**config.mk**
```make
export PLATFORM = sky130hd
export DESIGN_NAME = spi_slave
export DESIGN_NICKNAME = d
export VERILOG_FILES = /design/src/rtl/spi_pkg.sv /design/src/rtl/spi_sync_edge.sv /design/src/rtl/spi_slave.sv
export SDC_FILE = /design/constraint.sdc
export NUM_CORES = 1
export LEC_CHECK = 0
export CORE_ASPECT_RATIO = 1.5
export CORE_MARGIN = 1.5
export CORE_UTILIZATION = 53
export CTS_CLUSTER_SIZE = 24
export DETAILED_ROUTE_END_ITERATION = 6
export PLACE_DENSITY = 0.84
export SETUP_SLACK_MARGIN = 0.4
export SLEW_MARGIN = 20
export SYNTH_ARGS = -nofsm -noshare
export SYNTH_HDL_FRONTEND = slang
export SYNTH_SLANG_ARGS = --single-unit
```
**constraint.sdc**
```tcl
create_clock -name clk -period 2.05 [get_ports clk]
set_input_delay 0.5125 -clock clk [delete_from_list [all_inputs] [get_ports clk]]
set_output_delay 0.5125 -clock clk [all_outputs]
set_load 0.01 [all_outputs]
```
**src/rtl/spi_pkg.sv**
```systemverilog
// Shared constants and state encoding for the mode-0 SPI responder.
package spi_pkg;

    localparam int DEFAULT_WIDTH       = 13;
    localparam int DEFAULT_SYNC_STAGES = 2;

    typedef enum logic {
        IDLE  = 1'b0,
        SHIFT = 1'b1
    } spi_state_t;

endpackage

```
**src/rtl/spi_sync_edge.sv**
```systemverilog
// Multi-stage synchronizer for one asynchronous pin, with optional registered
// rise/fall strobes that line up with the delayed level output.
module spi_sync_edge #(
    parameter int STAGES  = 2,
    parameter bit EDGE_EN = 1'b1
) (
    input  logic clk,
    input  logic rst,
    input  logic din_i,
    output logic dout_o,
    output logic rise_o,
    output logic fall_o
);

    logic [STAGES-1:0] sync_q;
    logic              dly_q;

    // NOTE: sequential state uses non-blocking assignments only, so every flop
    // samples the pre-edge value of its neighbour and the chain shifts by one.
    always_ff @(posedge clk) begin
        if (rst) begin
            sync_q <= '0;
            dly_q  <= 1'b0;
        end else begin
            sync_q <= {sync_q[STAGES-2:0], din_i};
            dly_q  <= sync_q[STAGES-1];
        end
    end

    // The extra stage keeps the level output aligned with the edge strobes.
    assign dout_o = dly_q;

    generate
        if (EDGE_EN) begin : g_edge
            logic rise_q;
            logic fall_q;

            always_ff @(posedge clk) begin
                if (rst) begin
                    rise_q <= 1'b0;
                    fall_q <= 1'b0;
                end else begin
                    rise_q <= sync_q[STAGES-1] & ~dly_q;
                    fall_q <= ~sync_q[STAGES-1] & dly_q;
                end
            end

            assign rise_o = rise_q;
            assign fall_o = fall_q;
        end else begin : g_no_edge
            assign rise_o = 1'b0;
            assign fall_o = 1'b0;
        end
    endgenerate

endmodule

```
**src/rtl/spi_slave.sv**
```systemverilog
// Mode-0, MSB-first SPI responder running in the clk domain; oversamples the
// SPI pins and exchanges one WIDTH-bit word per frame.
module spi_slave
    import spi_pkg::*;
#(
    parameter int WIDTH       = DEFAULT_WIDTH,
    parameter int SYNC_STAGES = DEFAULT_SYNC_STAGES
) (
    input  logic             clk,
    input  logic             rst,
    input  logic             sclk,
    input  logic             mosi,
    input  logic             ss_n,
    output logic             miso,
    input  logic [WIDTH-1:0] tx_dat,
    input  logic             load,
    output logic [WIDTH-1:0] rx_dat,
    output logic             rx_valid,
    output logic             busy
);

    localparam int                CNT_W    = $clog2(WIDTH + 1);
    localparam logic [CNT_W-1:0] LAST_CNT = CNT_W'(WIDTH - 1);

    logic sclk_rise, sclk_fall, mosi_s, ss_s;
    logic unused_sclk_s, unused_mosi_rise, unused_mosi_fall;
    logic unused_ss_rise, unused_ss_fall;

    spi_sync_edge #(.STAGES(SYNC_STAGES), .EDGE_EN(1'b1)) u_sync_sclk (
        .clk(clk), .rst(rst), .din_i(sclk),
        .dout_o(unused_sclk_s), .rise_o(sclk_rise), .fall_o(sclk_fall)
    );

    spi_sync_edge #(.STAGES(SYNC_STAGES), .EDGE_EN(1'b0)) u_sync_mosi (
        .clk(clk), .rst(rst), .din_i(mosi),
        .dout_o(mosi_s), .rise_o(unused_mosi_rise), .fall_o(unused_mosi_fall)
    );

    spi_sync_edge #(.STAGES(SYNC_STAGES), .EDGE_EN(1'b0)) u_sync_ss (
        .clk(clk), .rst(rst), .din_i(ss_n),
        .dout_o(ss_s), .rise_o(unused_ss_rise), .fall_o(unused_ss_fall)
    );

    spi_state_t       state_q;
    logic [CNT_W-1:0] cnt_q;
    logic [WIDTH-2:0] rx_shift_q;
    logic [WIDTH-2:0] tx_shift_q;
    logic [WIDTH-1:0] rx_dat_q;
    logic             rx_valid_q;
    logic             miso_q;
    logic [WIDTH-1:0] rx_next;

    assign rx_next = {rx_shift_q, mosi_s};

    // {miso_q, tx_shift_q} is the transmit shift register; its MSB is the pin.
    // NOTE: reset is synchronous and covers every shift/data register, so a
    // mid-frame reset leaves no stale bits in the datapath.
    always_ff @(posedge clk) begin
        if (rst) begin
            state_q    <= IDLE;
            cnt_q      <= '0;
            rx_shift_q <= '0;
            tx_shift_q <= '0;
            rx_dat_q   <= '0;
            rx_valid_q <= 1'b0;
            miso_q     <= 1'b0;
        end else begin
            rx_valid_q <= 1'b0;
            case (state_q)
                IDLE: begin
                    if (sclk_rise && !ss_s) begin
                        rx_shift_q <= rx_next[WIDTH-2:0];
                        cnt_q      <= CNT_W'(1);
                        state_q    <= SHIFT;
                    end else if (load && !sclk_rise) begin
                        {miso_q, tx_shift_q} <= tx_dat;
                    end
                end
                SHIFT: begin
                    if (ss_s) begin
                        cnt_q                <= '0;
                        {miso_q, tx_shift_q} <= '0;
                        state_q              <= IDLE;
                    end else if (sclk_rise) begin
                        rx_shift_q <= rx_next[WIDTH-2:0];
                        if (cnt_q == LAST_CNT) begin
                            rx_dat_q             <= rx_next;
                            rx_valid_q           <= 1'b1;
                            cnt_q                <= '0;
                            {miso_q, tx_shift_q} <= '0;
                            state_q              <= IDLE;
                        end else begin
                            cnt_q <= cnt_q + CNT_W'(1);
                        end
                    end else if (sclk_fall) begin
                        {miso_q, tx_shift_q} <= {tx_shift_q, 1'b0};
                    end
                end
                default: state_q <= IDLE;
            endcase
        end
    end

    assign miso     = miso_q;
    assign rx_dat   = rx_dat_q;
    assign rx_valid = rx_valid_q;
    assign busy     = (state_q == SHIFT);

endmodule

```
# Word level (Yosys, flattened, before mapping)
# Index checks and enable logic that the tools add are counted.
# word_totals
out_inout_bits	16
word_cells	70
inputBits	19
regBits	55
# classes
mux	29
eq_ne	9
reduce_logical	9
add_sub_neg	1
bitwise_logic	7
# ops
cell	n
12-bit 2-to-1 mux	9
12-bit one-hot mux with 2 select lines	2
4-bit 2-to-1 mux	4
1-bit 2-to-1 mux	11
2-bit != test, second input constant	4
4-bit one-hot mux with 2 select lines	1
4-bit AND reduction	2
1-bit inverter	5
4-bit by 1-bit adder with 4-bit output, second input constant	1
4-bit equality test, second input constant	1
4-bit by 1-bit != test with 1-bit output, second input constant	1
4-bit by 3-bit != test with 1-bit output, second input constant	1
1-bit one-hot mux with 2 select lines	2
4-bit OR reduction	1
3-bit by 1-bit != test with 1-bit output, second input constant	1
3-bit AND reduction	1
1-bit bitwise AND	2
1-bit logical AND	2
1-bit zero test	2
2-bit by 1-bit != test with 1-bit output, second input constant	1
2-bit AND reduction	1

# Longest topological paths before layout
# depth
depth_word	5
depth_mapped	7
depth_no_buf	5

# Hierarchy
# A second synthesis with hierarchy kept.
# hier_totals
cells_unflattened	260
area_unflattened_um2	2342.2
# modules_own_cells
mod	area_per_inst_um2	seq_area_each_um2	cells_per_inst	n_inst
spi_slave	2013.2	880.8	232	1
spi_sync_edge at u_sync_mosi ...	97.6	60.1	9	2
spi_sync_edge at u_sync_sclk	133.9	100.1	10	1

# Least setup slack after synthesis
# No wires, ideal clock.
# synth_path
path_kind	register -> register
start	register cnt_q[0]
end	register tx_shift_q[10]
path_buffers	2
setup_time_ps	121
t_required_ps	1929
stages_incl_launch_ff	8
arrival_ps	1658
synth_period_minus_slack_ps	1779
setup_slack_ps	271
path_cell_list	dfxtp_1 inv_1 ha_1 and3_1 buf_2 o22ai_2 buf_6 mux2_4
# synth_between
elab_chain_len	3
# synth_lines
item	line	text
from (decl)	spi_slave.sv:45	logic [CNT_W-1:0] cnt_q;
from (signal assigned)	spi_slave.sv:93	cnt_q <= cnt_q + CNT_W'(1);
4-bit equality test	spi_slave.sv:86	if (cnt_q == LAST_CNT) begin
4-bit by 3-bit != test with 1-bit output (no source line)	n/a	
4-bit AND reduction (no source line)	n/a	
to (signal assigned)	spi_slave.sv:76	{miso_q, tx_shift_q} <= tx_dat;
to (signal assigned)	spi_slave.sv:96	{miso_q, tx_shift_q} <= {tx_shift_q, 1'b0};
to (decl)	spi_slave.sv:47	logic [WIDTH-2:0] tx_shift_q;
# No other way between the ends.
# A chain may end at the register's enable or synchronous reset.

# Worst setup path after layout
# layout_path
start	register cnt_q[0]
end	register tx_shift_q[1]
# The elaborated chain is that of the path after synthesis.

==> results.yml <==
outcome:
  status: "complete, no violations"
layout:
  syn_to_final_growth_pct: 22.28
  fin_nets: 312
  stdcell_count: 338
  layout-drive-gt1-share_pct: 14.73
  antennaDiodeCount: 0
  layout_commonest_cell: "dfxtp_1"
  layout_common_cells: "dfxtp_1, a21oi_1, nand2_1, nor2b_1, clkdlybuf4s50_1"
floorplanning:
  die_area_mm2: 0.004934
  core_mm2: 0.004282
  die_x_um: 57.86
  ios: 35
  initial_core_util_pct: 55.87
  rows: 29
  die_y_um: 85.29
detailed_routing:
  drtPass1Iterations: 4
  vias_per_cell: 5.731
  top_layer: "met4"
  dr_wl_met2_um: 2595
  dr_wl_met3_um: 228
  drt-met1-wl_um: 2036
  wl_um: 4937
  antenna_left: 0
  first_iter_violations: 91
  wl_per_cell_um: 14.61
  drc: 0
  dr_total_vias: 1937
sta:
  worst_slack_ns: 0.4602
  slew_viol_final: 0
  min_period_over_period_pct: 77.55
  rsz0062_at_grt: "no"
  finClkSkew_ns: 0.003918
  min_period_ns: 1.590
  max_freq_mhz: 629.0
  final_hold_viol_count: 0
  setup_viol: 0
  slew_headroom_pct: 67.91
  tightest_slew_ns: 0.4814
  tns_ns: 0
setup_path:
  cp-endpoint: "tx_shift_q[1]"
  crit_buf_inv: 2
  critPathKind: "flop to flop"
  cp_cell_sequence: "inv_1 -> ha_1 -> and3_4 -> o22ai_4 -> buf_6 -> mux2_2"
  crit_path_start_kind: "flop"
  cp_data_arrival_time_ns: 1.79
  end_kind: "flop"
  slowest_stage: "dfxtp_4"
  required_ns: 2.25
  r2r-start: "cnt_q[0]"
  r2r_cells: 6
  cp.depth: 6
  ff2ff_setup_slack_ns: 0.46
  regToRegEndpoint: "tx_shift_q[1]"
  cp_slowest_stage_delay_ns: 0.37
  critical_path.startpoint: "cnt_q[0]"
  cp_top_family: "flip-flops"
  crit_fanout: 5
global_route:
  grt_pass1_vias: 1840
  grt_overflow: 0
  antenna_found_initial: 0
  grt_first_pass_wirelength_um: 8066
  grt_max_degree: 30
  grt_usage_pct: 20.66
synthesis:
  synth_area_per_cell_um2: 9.237
  syn_nets: 280
  ys_warn_count: 0
  yosysUniqueCellTypes: 38
  yosys.area.top_type: "dfxtp_1"
  synthTopCellsByArea: "dfxtp_1, a21oi_1, nor2b_1"
  synth-seq-cells: 55
  synth_top_cell_area_share_pct: 46.03
  postSynthCellCount: 259
  syn-cell-area_mm2: 0.002392
  yosysSeqAreaShare_pct: 46.03
cts:
  clkTransAtPathRegs_ns: 0.09
  clock_latency_ns: 0.30
  clkSinkCount: 55
  numCtsBuffers: 5
  htree_levels: 2
  clk_path_buf_depth: 2
  postCtsHoldBufs: 0
  cts_tree: "yes"
  clockRootBuffer: "clkbuf_8"
pwr:
  leakage_nw: 1.130
  power.density_mw_per_mm2: 724.1
  ir_drop_mv: 0.4801
placement:
  dp_hpwl_um: 3251
  port_buffers: 34
  gp_congestion: 0.7825
  placed_cells: 327
  dp_slack_ns: -0.04220
worst_hold_path:
  hold_class: "flop to flop"
  whs_path_depth: 1
run:
  drv_cap: 0
## Yosys cell counts, drive strengths merged
library cell and number:
nand4 1, nor2 3, nor3 1, o31a 1, inv 3, mux2i 1
a22oi 1, ha 2, nor2b 24, clkbuf 13, buf 10, nand2b 13
and3 2, or3 1, nor4 1, mux2 12, a32o 1, a211oi 1
a311oi 1, nand2 25, o211ai 1, dfxtp 55, or4bb 9, o21ai 14
a21oi 38, nand3b 1, a31oi 2, nor3b 2, nand3 15, and3b 1
o22ai 1, nand4bb 3
## routing by layer
metal / vias up / global-route usage, %
li1: 961 / -
met1: 916 / 23.25
met2: 52 / 36.26
met3: 8 / 4.878
met4: 0 / 8.879
met5: - / 0
## per-stage QoR
stage / utilization, % / power [mW] / hold slack [ns] / area [µm²]
6_report: 68.32 / 2.118 / 0.4065 / 2925
5_1_grt: 68.32 / 2.192 / 0.4155 / 2925
3_5_place_dp: 64.35 / 1.304 / 0.3994 / 2755
2_1_floorplan: - / 1.246 / 0.3835 / 2407
4_1_cts: 67.39 / 2.118 / 0.4154 / 2885
3_3_place_gp: 64.35 / 1.298 / 0.3891 / 2755
## cell families (layout without fill, tap and decap cells)
family                     Yosys count  after routing  share of synthesized area, %
and+or+nand+nor                    102            102                         25.89
AOI/OAI and AO/OA                   61             61                         14.02
DFF                                 55             55                         46.03
buffers and inverters               26             59                         5.544
muxes                               13             13                         7.479
adders and majority gates            2              2                         1.046
## final cells by class
class                   count  area [µm²]
clock buffers               6       72.57
repair buffers             48       431.7
flip-flops and latches     55        1109
clock inverters             2       60.06
inverters                   3       11.26
fillers                   356        1356
multi-input cells         178        1184
well taps                  46       57.56
## worst register-to-register path, cell delays in order (launching register included)
cell     delay (ns)
dfxtp_4        0.37
inv_1          0.05
ha_1           0.22
and3_4         0.17
o22ai_4        0.18
buf_6          0.15
mux2_2         0.33
## state kept, by name (all words and copies together), names as in the netlist
| register | count |
|---|---|
| busy | 1 |
| cnt_q | 4 |
| miso | 1 |
| rx_dat | 13 |
| rx_shift_q | 12 |
| rx_valid | 1 |
| tx_shift_q | 12 |
| u_sync_mosi.dout_o | 1 |
| u_sync_mosi.sync_q | 2 |
| u_sync_sclk.dout_o | 1 |
| u_sync_sclk.fall_o | 1 |
| u_sync_sclk.rise_o | 1 |
| u_sync_sclk.sync_q | 2 |
| u_sync_ss.dout_o | 1 |
| u_sync_ss.sync_q | 2 |
## what timing repair did
action / CTS / global route
gates resized for setup: 18 / 9
setup buffers: 2 / 1
endpoints found under the hold margin: 0 / 0
endpoints found under the setup margin: 29 / 26
pin swaps: 1 / 1
## power breakdown
| group | leakage [nW] | switching (mW) | internal [mW] |
|---|---|---|---|
| Sequential | 0.449 | 0.0145 | 1.10 |
| Combinational | 0.616 | 0.0732 | 0.106 |
| Clock | 0.0654 | 0.341 | 0.488 |
| Total | 1.13 | 0.428 | 1.69 |
## how the worst min path moves through the flow
stage / endpoint / start / slack [ns]
floorplan: u_sync_sclk.rise_o / u_sync_sclk.dout_o / 0.38
global placement: u_sync_sclk.rise_o / u_sync_sclk.dout_o / 0.39
detailed placement: u_sync_sclk.rise_o / u_sync_sclk.dout_o / 0.40
CTS: u_sync_sclk.rise_o / u_sync_sclk.dout_o / 0.42
global route: u_sync_sclk.rise_o / u_sync_sclk.dout_o / 0.42
finish: u_sync_sclk.rise_o / u_sync_sclk.dout_o / 0.41
Power figures use the tool's default switching activity.
